<file path="src/rtl/bnn_layer_sequencer_if.sv">
// Start/status, activation byte stream, weight memory, threshold and result byte stream
// signals of bnn_layer_sequencer. master = sequencer side, slave = surrounding logic.
interface bnn_layer_sequencer_if #(
  parameter int unsigned N_WORDS   = 8,
  parameter int unsigned N_NEURONS = 16,
  parameter int unsigned ADDR_W    = 7
);
  localparam int unsigned POP_W = $clog2(N_WORDS * 8 + 1);
  localparam int unsigned IDX_W = (N_NEURONS > 1) ? $clog2(N_NEURONS) : 1;

  logic              start;
  logic              busy;
  logic              done;
  logic              in_valid;
  logic              in_ready;
  logic [7:0]        in_data;
  logic              w_en;
  logic [ADDR_W-1:0] w_addr;
  logic [7:0]        w_data;
  logic [IDX_W-1:0]  thr_idx;
  logic [POP_W-1:0]  thr;
  logic              out_valid;
  logic              out_ready;
  logic [7:0]        out_data;

  modport master (
    input  start, in_valid, in_data, w_data, thr, out_ready,
    output busy, done, in_ready, w_en, w_addr, thr_idx, out_valid, out_data
  );

  modport slave (
    output start, in_valid, in_data, w_data, thr, out_ready,
    input  busy, done, in_ready, w_en, w_addr, thr_idx, out_valid, out_data
  );
endinterface

</file>
<file path="src/rtl/bnn_layer_sequencer.sv">
// One binary fully-connected layer: load activations, XNOR-popcount against streamed weights,
// threshold each neuron and emit packed result bytes. BNN_SEQ_ARGMAX_EN adds an argmax output.
module bnn_layer_sequencer #(
  parameter int unsigned N_WORDS   = 8,
  parameter int unsigned N_NEURONS = 16,
  parameter int unsigned ADDR_W    = 7,
  localparam int unsigned IDX_W    = (N_NEURONS > 1) ? $clog2(N_NEURONS) : 1
) (
  input  logic             clk,
  input  logic             rst_n,
`ifdef BNN_SEQ_ARGMAX_EN
  output logic [IDX_W-1:0] argmax,
`endif
  bnn_layer_sequencer_if.master bus
);
  localparam int unsigned POP_W  = $clog2(N_WORDS * 8 + 1);
  localparam int unsigned WORD_W = (N_WORDS > 1) ? $clog2(N_WORDS) : 1;
  localparam logic [WORD_W-1:0] LAST_WORD   = WORD_W'(N_WORDS - 1);
  localparam logic [IDX_W-1:0]  LAST_NEURON = IDX_W'(N_NEURONS - 1);

  typedef enum logic [2:0] {IDLE, LOAD, ISSUE, DRAIN, CMP, EMIT, DONE} state_t;

  state_t            state, state_n;
  logic [WORD_W-1:0] wcnt, wcnt_n, word_d, word_d_n;
  logic [IDX_W-1:0]  neuron, neuron_n;
  logic [POP_W-1:0]  acc, acc_n;
  logic [7:0]        out_shift, out_shift_n;
  logic              pend, pend_n;
  logic              busy_n, done_n, in_ready_n, w_en_n, out_valid_n;
  logic [ADDR_W-1:0] w_addr_n;
  logic [7:0]        out_data_n;
  logic [2:0]        bit_sel;
  logic              in_fire, out_fire;
  logic [7:0]        act_buf [N_WORDS];
`ifdef BNN_SEQ_ARGMAX_EN
  logic [POP_W-1:0]  best_acc, best_acc_n;
  logic [IDX_W-1:0]  argmax_n;
`endif

  function automatic logic [3:0] pop8(input logic [7:0] v);
    logic [3:0] n;
    n = '0;
    for (int i = 0; i < 8; i++) n = n + 4'(v[i]);
    return n;
  endfunction

  // Next state, datapath and registered-output values; outputs mirror the next state.
  always_comb begin
    state_n     = state;
    wcnt_n      = wcnt;
    word_d_n    = wcnt;
    neuron_n    = neuron;
    acc_n       = acc;
    out_shift_n = out_shift;
    pend_n      = 1'b0;
    bit_sel     = 3'(neuron);
    in_fire     = bus.in_valid & bus.in_ready;
    out_fire    = bus.out_valid & bus.out_ready;
`ifdef BNN_SEQ_ARGMAX_EN
    best_acc_n  = best_acc;
    argmax_n    = argmax;
`endif
    // w_data belongs to the word issued on the previous cycle
    if (pend) acc_n = acc + POP_W'(pop8(~(bus.w_data ^ act_buf[word_d])));

    case (state)
      IDLE: if (bus.start) begin
        state_n     = LOAD;
        wcnt_n      = '0;
        neuron_n    = '0;
        acc_n       = '0;
        out_shift_n = '0;
`ifdef BNN_SEQ_ARGMAX_EN
        best_acc_n  = '0;
        argmax_n    = '0;
`endif
      end
      LOAD: if (in_fire) begin
        if (wcnt == LAST_WORD) begin
          state_n  = ISSUE;
          wcnt_n   = '0;
          neuron_n = '0;
          acc_n    = '0;
        end else begin
          wcnt_n = wcnt + WORD_W'(1);
        end
      end
      ISSUE: begin
        pend_n = 1'b1;
        if (wcnt == LAST_WORD) state_n = DRAIN;
        else                   wcnt_n  = wcnt + WORD_W'(1);
      end
      DRAIN: state_n = CMP;
      CMP: begin
        out_shift_n[bit_sel] = (acc >= bus.thr);
        acc_n                = '0;
`ifdef BNN_SEQ_ARGMAX_EN
        // strict compare keeps the lower index on ties
        if (acc > best_acc) begin
          best_acc_n = acc;
          argmax_n   = neuron;
        end
`endif
        if (bit_sel == 3'd7 || neuron == LAST_NEURON) begin
          state_n = EMIT;
        end else begin
          state_n  = ISSUE;
          neuron_n = neuron + IDX_W'(1);
          wcnt_n   = '0;
        end
      end
      EMIT: if (out_fire) begin
        out_shift_n = '0;
        if (neuron == LAST_NEURON) begin
          state_n = DONE;
        end else begin
          state_n  = ISSUE;
          neuron_n = neuron + IDX_W'(1);
          wcnt_n   = '0;
        end
      end
      DONE:    state_n = IDLE;
      default: state_n = IDLE;
    endcase

    busy_n      = (state_n != IDLE);
    done_n      = (state_n == DONE);
    in_ready_n  = (state_n == LOAD);
    w_en_n      = (state_n == ISSUE);
    out_valid_n = (state_n == EMIT);
    w_addr_n    = w_en_n ? ADDR_W'(neuron_n) * ADDR_W'(N_WORDS) + ADDR_W'(wcnt_n) : bus.w_addr;
    out_data_n  = out_valid_n ? out_shift_n : bus.out_data;
  end

  always_ff @(posedge clk) begin
    if (!rst_n) begin
      state         <= IDLE;
      wcnt          <= '0;
      word_d        <= '0;
      neuron        <= '0;
      acc           <= '0;
      out_shift     <= '0;
      pend          <= 1'b0;
      bus.busy      <= 1'b0;
      bus.done      <= 1'b0;
      bus.in_ready  <= 1'b0;
      bus.w_en      <= 1'b0;
      bus.w_addr    <= '0;
      bus.thr_idx   <= '0;
      bus.out_valid <= 1'b0;
      bus.out_data  <= '0;
`ifdef BNN_SEQ_ARGMAX_EN
      best_acc      <= '0;
      argmax        <= '0;
`endif
    end else begin
      state         <= state_n;
      wcnt          <= wcnt_n;
      word_d        <= word_d_n;
      neuron        <= neuron_n;
      acc           <= acc_n;
      out_shift     <= out_shift_n;
      pend          <= pend_n;
      bus.busy      <= busy_n;
      bus.done      <= done_n;
      bus.in_ready  <= in_ready_n;
      bus.w_en      <= w_en_n;
      bus.w_addr    <= w_addr_n;
      bus.thr_idx   <= neuron_n;
      bus.out_valid <= out_valid_n;
      bus.out_data  <= out_data_n;
`ifdef BNN_SEQ_ARGMAX_EN
      best_acc      <= best_acc_n;
      argmax        <= argmax_n;
`endif
    end
  end

  // Activation buffer needs no reset; every pass reloads it before use.
  always_ff @(posedge clk) begin
    if (in_fire) act_buf[wcnt] <= bus.in_data;
  end
endmodule

</file>
<file path="src/flat_wrapper.sv">
// flat-port wrapper written by rule: the top's interface ports become plain ports
module bnn_layer_sequencer_flat 
#(
  parameter int unsigned N_WORDS   = 8,
  parameter int unsigned N_NEURONS = 16,
  parameter int unsigned ADDR_W    = 7,
  localparam int unsigned IDX_W    = (N_NEURONS > 1) ? $clog2(N_NEURONS) : 1
)
  (clk, rst_n, bus_start, bus_in_valid, bus_in_data, bus_w_data, bus_thr, bus_out_ready, bus_busy, bus_done, bus_in_ready, bus_w_en, bus_w_addr, bus_thr_idx, bus_out_valid, bus_out_data);
  bnn_layer_sequencer_if #(.N_WORDS(N_WORDS), .N_NEURONS(N_NEURONS), .ADDR_W(ADDR_W)) bus_i ();
  input  logic clk;
  input  logic rst_n;
  input wire logic [$bits(bus_i.start)-1:0] bus_start;
  input wire logic [$bits(bus_i.in_valid)-1:0] bus_in_valid;
  input wire logic [$bits(bus_i.in_data)-1:0] bus_in_data;
  input wire logic [$bits(bus_i.w_data)-1:0] bus_w_data;
  input wire logic [$bits(bus_i.thr)-1:0] bus_thr;
  input wire logic [$bits(bus_i.out_ready)-1:0] bus_out_ready;
  output wire logic [$bits(bus_i.busy)-1:0] bus_busy;
  output wire logic [$bits(bus_i.done)-1:0] bus_done;
  output wire logic [$bits(bus_i.in_ready)-1:0] bus_in_ready;
  output wire logic [$bits(bus_i.w_en)-1:0] bus_w_en;
  output wire logic [$bits(bus_i.w_addr)-1:0] bus_w_addr;
  output wire logic [$bits(bus_i.thr_idx)-1:0] bus_thr_idx;
  output wire logic [$bits(bus_i.out_valid)-1:0] bus_out_valid;
  output wire logic [$bits(bus_i.out_data)-1:0] bus_out_data;
  assign bus_i.start = bus_start;
  assign bus_i.in_valid = bus_in_valid;
  assign bus_i.in_data = bus_in_data;
  assign bus_i.w_data = bus_w_data;
  assign bus_i.thr = bus_thr;
  assign bus_i.out_ready = bus_out_ready;
  assign bus_busy = bus_i.busy;
  assign bus_done = bus_i.done;
  assign bus_in_ready = bus_i.in_ready;
  assign bus_w_en = bus_i.w_en;
  assign bus_w_addr = bus_i.w_addr;
  assign bus_thr_idx = bus_i.thr_idx;
  assign bus_out_valid = bus_i.out_valid;
  assign bus_out_data = bus_i.out_data;
  bnn_layer_sequencer #(.N_WORDS(N_WORDS), .N_NEURONS(N_NEURONS), .ADDR_W(ADDR_W)) u_core (.clk(clk), .rst_n(rst_n), .bus(bus_i));
endmodule
</file>
<file path="config.mk">
export PLATFORM = sky130hd
export DESIGN_NAME = bnn_layer_sequencer_flat
export DESIGN_NICKNAME = d
export VERILOG_FILES = /design/src/rtl/bnn_layer_sequencer_if.sv /design/src/rtl/bnn_layer_sequencer.sv /design/src/flat_wrapper.sv
export SDC_FILE = /design/constraint.sdc
export NUM_CORES = 1
export LEC_CHECK = 0
export BUFFER_PORTS_ARGS = -buffer_cell sky130_fd_sc_hd__buf_2
export CAP_MARGIN = 20
export CORE_ASPECT_RATIO = 0.9
export CORE_UTILIZATION = 41
export DETAILED_ROUTE_END_ITERATION = 6
export PLACE_DENSITY = 0.67
export SLEW_MARGIN = 40
export SYNTH_ARGS = -nofsm -noshare
export SYNTH_HDL_FRONTEND = slang
export SYNTH_SLANG_ARGS = --single-unit
export TNS_END_PERCENT = 100
</file>
<file path="constraint.sdc">
create_clock -name clk -period 5.2 [get_ports clk]
set_input_delay 1.04 -clock clk [delete_from_list [all_inputs] [get_ports clk]]
set_output_delay 1.04 -clock clk [all_outputs]
set_load 0.05 [all_outputs]
</file>
# After elaboration in Yosys (flattened, before gate mapping)
# Memory sizes are Yosys's and may differ from the RTL's. A register that Yosys moved wholly into a read port is not among the register bits.
# Index checks and enable logic that the tools add are counted.
[totals] n_memories=1 ramBits=64 register_bits=46 input_bits=28 elab_cells=86 out_inout_bits=24
[mem_list] name="u_core.act_buf" depth=8 width=8 rd=1 rd_ports_with_merged_regs=1 write_ports=1 line="bnn_layer_sequencer.sv:34" source="logic [7:0] act_buf [N_WORDS];"
[op_classes] mux=38 order_cmp=3 n_addsub=11 reduce_logical=4 n_eq_ne=12 bitwise_logic=4
[op_table] cell="3-bit two-way mux" count=15
[op_table] cell="7-bit two-way mux" count=4
[op_table] cell="4-bit by 1-bit adder with 4-bit output" count=6
[op_table] cell="4-bit two-way mux" count=6
[op_table] cell="8-bit case mux with 3 select lines" count=1
[op_table] cell="7-bit case mux with 3 select lines" count=1
[op_table] cell="3-bit == test, second input constant" count=6
[op_table] cell="3-bit case mux with 6 select lines" count=1
[op_table] cell="8-bit two-way mux" count=2
[op_table] cell="4-bit case mux with 4 select lines" count=1
[op_table] cell="3-bit case mux with 5 select lines" count=1
[op_table] cell="3-bit by 2-bit == test with 1-bit output, second input constant" count=3
[op_table] cell="8-bit bitwise mux" count=1
[op_table] cell="8-bit inverter" count=1
[op_table] cell="8-bit bitwise XOR" count=1
[op_table] cell="7-bit by 3-bit adder with 7-bit output" count=1
[op_table] cell="7-bit by 4-bit adder with 7-bit output" count=1
[op_table] cell="7-bit >= comparator" count=1
[op_table] cell="3-bit by 1-bit == test with 1-bit output, second input constant" count=2
[op_table] cell="4-bit by 1-bit adder with 4-bit output, second input constant" count=1
[op_table] cell="4-bit == test, second input constant" count=1
[op_table] cell="3-bit by 4-bit less-than comparator with 1-bit output, second input constant" count=1
[op_table] cell="1-bit two-way mux" count=4
[op_table] cell="3-bit by 1-bit adder with 3-bit output, second input constant" count=1
[op_table] cell="8 further kinds" count=9

# Longest topological paths before layout
[depth] ltp_word=14 mapped_depth=20 depth_no_buf=18

# Worst setup path before layout
# No wires, ideal clock.
[synth_timing] path_kind="register -> register" start="register with a tool-made name" end="register u_core.acc[5]" t_required_ns=5.080 period_less_slack_ns=4.867 slack_ns=0.333 t_arrival_ns=4.747 setup_time_ns=0.120 path_buffers=2 stages_incl_launch_ff=21 path_cell_list="dfxtp_1 > buf_2 > buf_4 > mux4_2 > mux2i_1 > xor2_1 > ha_1 > inv_1 > fa_1 > inv_1 > fa_1 > fa_1 > inv_1 > fa_1 > inv_1 > ha_1 > a21o_1 > a21oi_1 > o21ai_0 > xnor2_1 > nor2_1"
[synth_rtl] item="end signal, assigned" line="bnn_layer_sequencer.sv:161" source="acc <= acc_n;"
[synth_rtl] item="end, declared" line="bnn_layer_sequencer.sv:26" source="logic [POP_W-1:0] acc, acc_n;"

==> results.md <==
- Data on the critical path arrives at its endpoint at 5.10 ns.
- The path with the worst hold slack has its endpoint at u_core.out_shift[7]$_SDFF_PN0_.
- The worst flop-to-flop path endpoint is u_core.acc[5]$_SDFF_PN0_.
- The via total after detailed routing is 3,545.
- Using the TritonRoute via totals, the vias-per-cell ratio works out to 5.36.
- The via count of the first global-routing pass came to 3,448.
- The floorplan step defined a core boundary enclosing 12,300 um^2.
- The path type of the worst min-delay path is register to register.
- The root buffer cell chosen for the clock tree is clkbuf_16.
- The vertical die dimension is 110 um.
- The share of the Yosys chip area taken by registers is 54.9%.
- The overall overflow remaining after global route is 0.
- In this run the number of H-tree levels came out at 4.
- The synthesis-to-finish area growth is 18.5%.
- The run finished with clean final reports.
- The post-detailed-route DRC marker count is 0.
- In this run the register-to-register setup slack is 0.38 ns.
- Derived from the worst setup path, the maximum achievable clock frequency is 0.208 GHz.
- Setup repair after global routing left no endpoint under its margin.
- The final period utilization is 92.6%.
- The clock buffer count from CTS is 17.
- The wire length of the first global-routing pass is 17,500 um.
- The worst setup path is of the register to register kind.
- The required time reported for the critical path endpoint is 5.48 ns.
- Dividing total power by cell area gives a power density of 344 nW/um^2.
- The number of cells on the worst reg-to-reg path is 18.
- After legalization and detailed placement, the total HPWL measured 7440 um.
- In this design, the largest share of critical-path delay is due to adder cells.
- Hold repair after CTS inserted 0 buffers.
- In the final routing, the length of wire on met1 measures 5360 um.
- The count of distinct cell types in the synthesized netlist is 58.
- Leaving out fill and tap cells, the most frequent cells in the layout are edfxtp_1, buf_2, dfxtp_1.
- The tool flagged a number of max-cap violations equal to 0.
- VDD sags by at most 0.196 mV.
- The worst setup path is launched from a register.
- The detailed router finished its first iteration with 237 violations.
- The repair_antennas step left the layout with diodes totalling 0.
- The starting utilization of the core area is 42.9%.
- The initial antenna violation count is 0.
- The number of optimization iterations in the first detailed-route pass is 4.
- The summed instance area of the synthesized netlist is 5280 um^2.
- Setup violations remaining at the end of the flow were counted as 0.
- The minimum clock period is 4.82 ns.
- Yosys mapped a number of flops with a built-in enable equal to 64.
- In this run the worst path has a maximum fanout of 6.
- The clock reaches the later pin of the worst-skew pair after 0.41 ns.
- The final wirelength is 11,000 um.
- The net count after synthesis is 482.
- The final non-filler cell area is 6260 um^2.
- The worst setup slack after layout is 0.385 ns.
- The share of flip-flops with an asynchronous set or reset after synthesis is 0%.
- The total leakage power is 2.41 nW.
- TritonCTS built the clock tree.
- Once layout is complete, the utilization of the core stands at 50.9%.
- Dividing the detail-routed wire length by the instance count gives 16.6 um.
- The clock net in this run drives a total of 113 sinks.
- Wire segments on met3 add up to 407 um in the final route.
- For this run, the post-layout net count is 541.
- The sum of negative setup slack is 0 ns.
- The worst pin sits at a relative slew slack of 51.4%.
- The peak per-stage delay on the critical path is 0.53 ns.
- The fraction of final layout cells sized beyond drive strength 1 is 24.4%.
- The buffering stage count on the worst path with inverters included is 4.
- The count of state elements after synthesis is 113.
- The hold violation total from the final report is 0.
- The design draws 0.00215 W.
- The maximum root-to-sink buffer count is 2.
- After detailed routing, no signal wire sits above met4.
- STA classifies the critical path endpoint as a register.
- The worst setup slack before clock tree synthesis is 0.265 ns.
- The worst hold path stage count is 2.
- Summing all placed instances gives a cell area of 5720 um^2.
- In this run the remaining antenna-violating nets after routing total 0.
- The mean instance size in the synthesized netlist is 12.3 um^2.
- The library cell used most frequently in the layout, excluding fill and tap cells, is edfxtp_1.
- In this run the horizontal extent of the chip is 122 um.
- For this run, the number of Yosys warnings is 0.
- The final setup skew is 0.0188 ns.
- The hold path startpoint is u_core.out_shift[7]$_SDFF_PN0_.
- The routability-driven placement congestion ratio is 0.848.
- Clock-pin slew was measured on the worst setup and hold paths at 0.05 ns.
- The dominant register cell in the synthesized netlist is edfxtp_1.
- The floorplan row count is 38.
- Counting every instance in the synthesized netlist gives 429.
- The transition at the pin with the smallest max-transition slack is 0.724 ns.
- In the detailed route, the total length drawn on met2 is 5130 um.
- The overall track demand over capacity in global routing is 17.8%.
- The filler cells instantiated in the layout total 1,059.
- The critical-path cell with the highest stage delay is fa_1.
- The number of I/O pins is 52.
- The count of buffers inserted at the top-level ports is 51.
- Traced cell by cell, the critical path runs through mux4_2 > mux2i_1 > xor2_1 > ha_1 > inv_1 > fa_1 > inv_1 > fa_1 > fa_1 > inv_1 > fa_1 > inv_1 > ha_1 > a21o_1 > a21oi_1 > o21ai_0 > xnor2_1 > nor2_1.
- The die covers 13,300 um^2.
- After clock tree synthesis, the setup repair step added 0 buffers.
- Entering global routing, the biggest net connects 27 pins.
- The max-slew violation count was 0.
==> where the power goes <==
part	leakage (nW)	total, W	switching [W]	internal, W
sequential	0.974	0.000956	0.00000610	0.000950
combinational	1.17	0.000152	0.0000893	0.0000629
clock	0.262	0.00105	0.000371	0.000675
total	2.41	0.00215	0.000466	0.00169
==> logic make-up (layout without fill, tap and decap cells) <==
kind of cell	Yosys count	after routing	synth area share (%)
compound gates	91	91	11.6
xor+xnor	14	14	2.32
fa+ha+maj	25	25	6.63
buf+inv	48	120	3.86
flops	113	113	54.9
mux	32	32	10.3
simple gates	106	106	10.4
==> registers in the layout (all words and copies together) (netlist names), named ones only <==
register / count
u_core.act_buf: 64
u_core.bus.out_data: 8
u_core.out_shift: 8
u_core.acc: 7
u_core.bus.w_addr: 7
u_core.neuron: 4
u_core.state: 3
u_core.wcnt: 3
u_core.bus.busy: 1
u_core.bus.done: 1
u_core.bus.in_ready: 1
u_core.bus.out_valid: 1
u_core.bus.w_en: 1
u_core.pend: 1
==> area by class of cell <==
cell class              count  area [um^2]  area share (%)
flip-flops and latches    113         2910            46.4
clock inverters             7         61.3           0.979
inverters                  27          101            1.62
repair buffers             61          330            5.27
well taps                 160          200            3.20
multi-input cells         268         2190            35.0
clock buffers              25          475            7.59
==> layer usage <==
| metal | global-route usage (%) | up-vias |
|---|---|---|
| met4 | 7.41 | 0 |
| li1 | - | 1715 |
| met1 | 24.0 | 1732 |
| met3 | 4.93 | 6 |
| met2 | 27.2 | 92 |
| met5 | 0 | - |
==> synth_stat cells (2+ instances only) <==
cell,count,area [um^2]
a211oi_1,4,30.0
mux2_4,4,60.1
nor3_1,12,60.1
xor2_1,7,61.3
edfxtp_1,64,1920
a21oi_2,2,17.5
nand4_1,3,18.8
nor3b_1,3,22.5
o21ai_1,4,20.0
inv_1,27,101
o21ai_0,12,60.1
buf_1,3,11.3
buf_4,4,30.0
ha_1,20,250
nand3_1,8,40.0
a21oi_1,22,110
nor2_1,40,150
nand2b_1,5,31.3
o31a_1,10,87.6
nor2b_1,4,25.0
a21o_1,4,30.0
buf_2,6,30.0
and3b_1,3,26.3
fa_1,5,100
a31oi_1,13,81.3
nand2_1,11,41.3
clkbuf_1,7,26.3
and2_1,5,31.3
a22o_1,2,17.5
xnor2_1,7,61.3
mux2i_1,11,110
mux4_2,16,360
and3_1,3,18.8
o31ai_1,3,22.5
dfxtp_1,49,981
o21a_1,2,15.0
o22ai_1,3,18.8
==> timing repair <==
item	in CTS	in global routing
setup endpoints to repair	0	1
hold endpoints to repair	0	0
resized for setup	0	1
==> stage by stage <==
stage,instances,hold slack (ns)
after floorplan,429,0.458
after global placement,629,0.471
after detailed placement,629,0.486
after CTS,661,0.493
after global routing,661,0.524
final,661,0.491
==> how the worst max path moves through the flow <==
stage                             start                        to  slack, ns  depth (start not counted)
after floorplan                register  u_core.acc[5]$_SDFF_PN0_       0.33                         20
after global placement    bus_w_data[1]  u_core.acc[6]$_SDFF_PN0_       0.35                         17
after detailed placement       register  u_core.acc[5]$_SDFF_PN0_       0.26                         18
after CTS                      register  u_core.acc[5]$_SDFF_PN0_       0.23                         18
after global routing           register  u_core.acc[5]$_SDFF_PN0_       0.10                         18
final                          register  u_core.acc[5]$_SDFF_PN0_       0.38                         18
==> tightest hold or removal path: cells and delay by family (launching register included) <==
kind,cells,cell delay [ns]
flip-flops,1,0.29
AO/OA/AOI/OAI,2,0.14
Note: power is estimated with default switching activity, not from simulation.
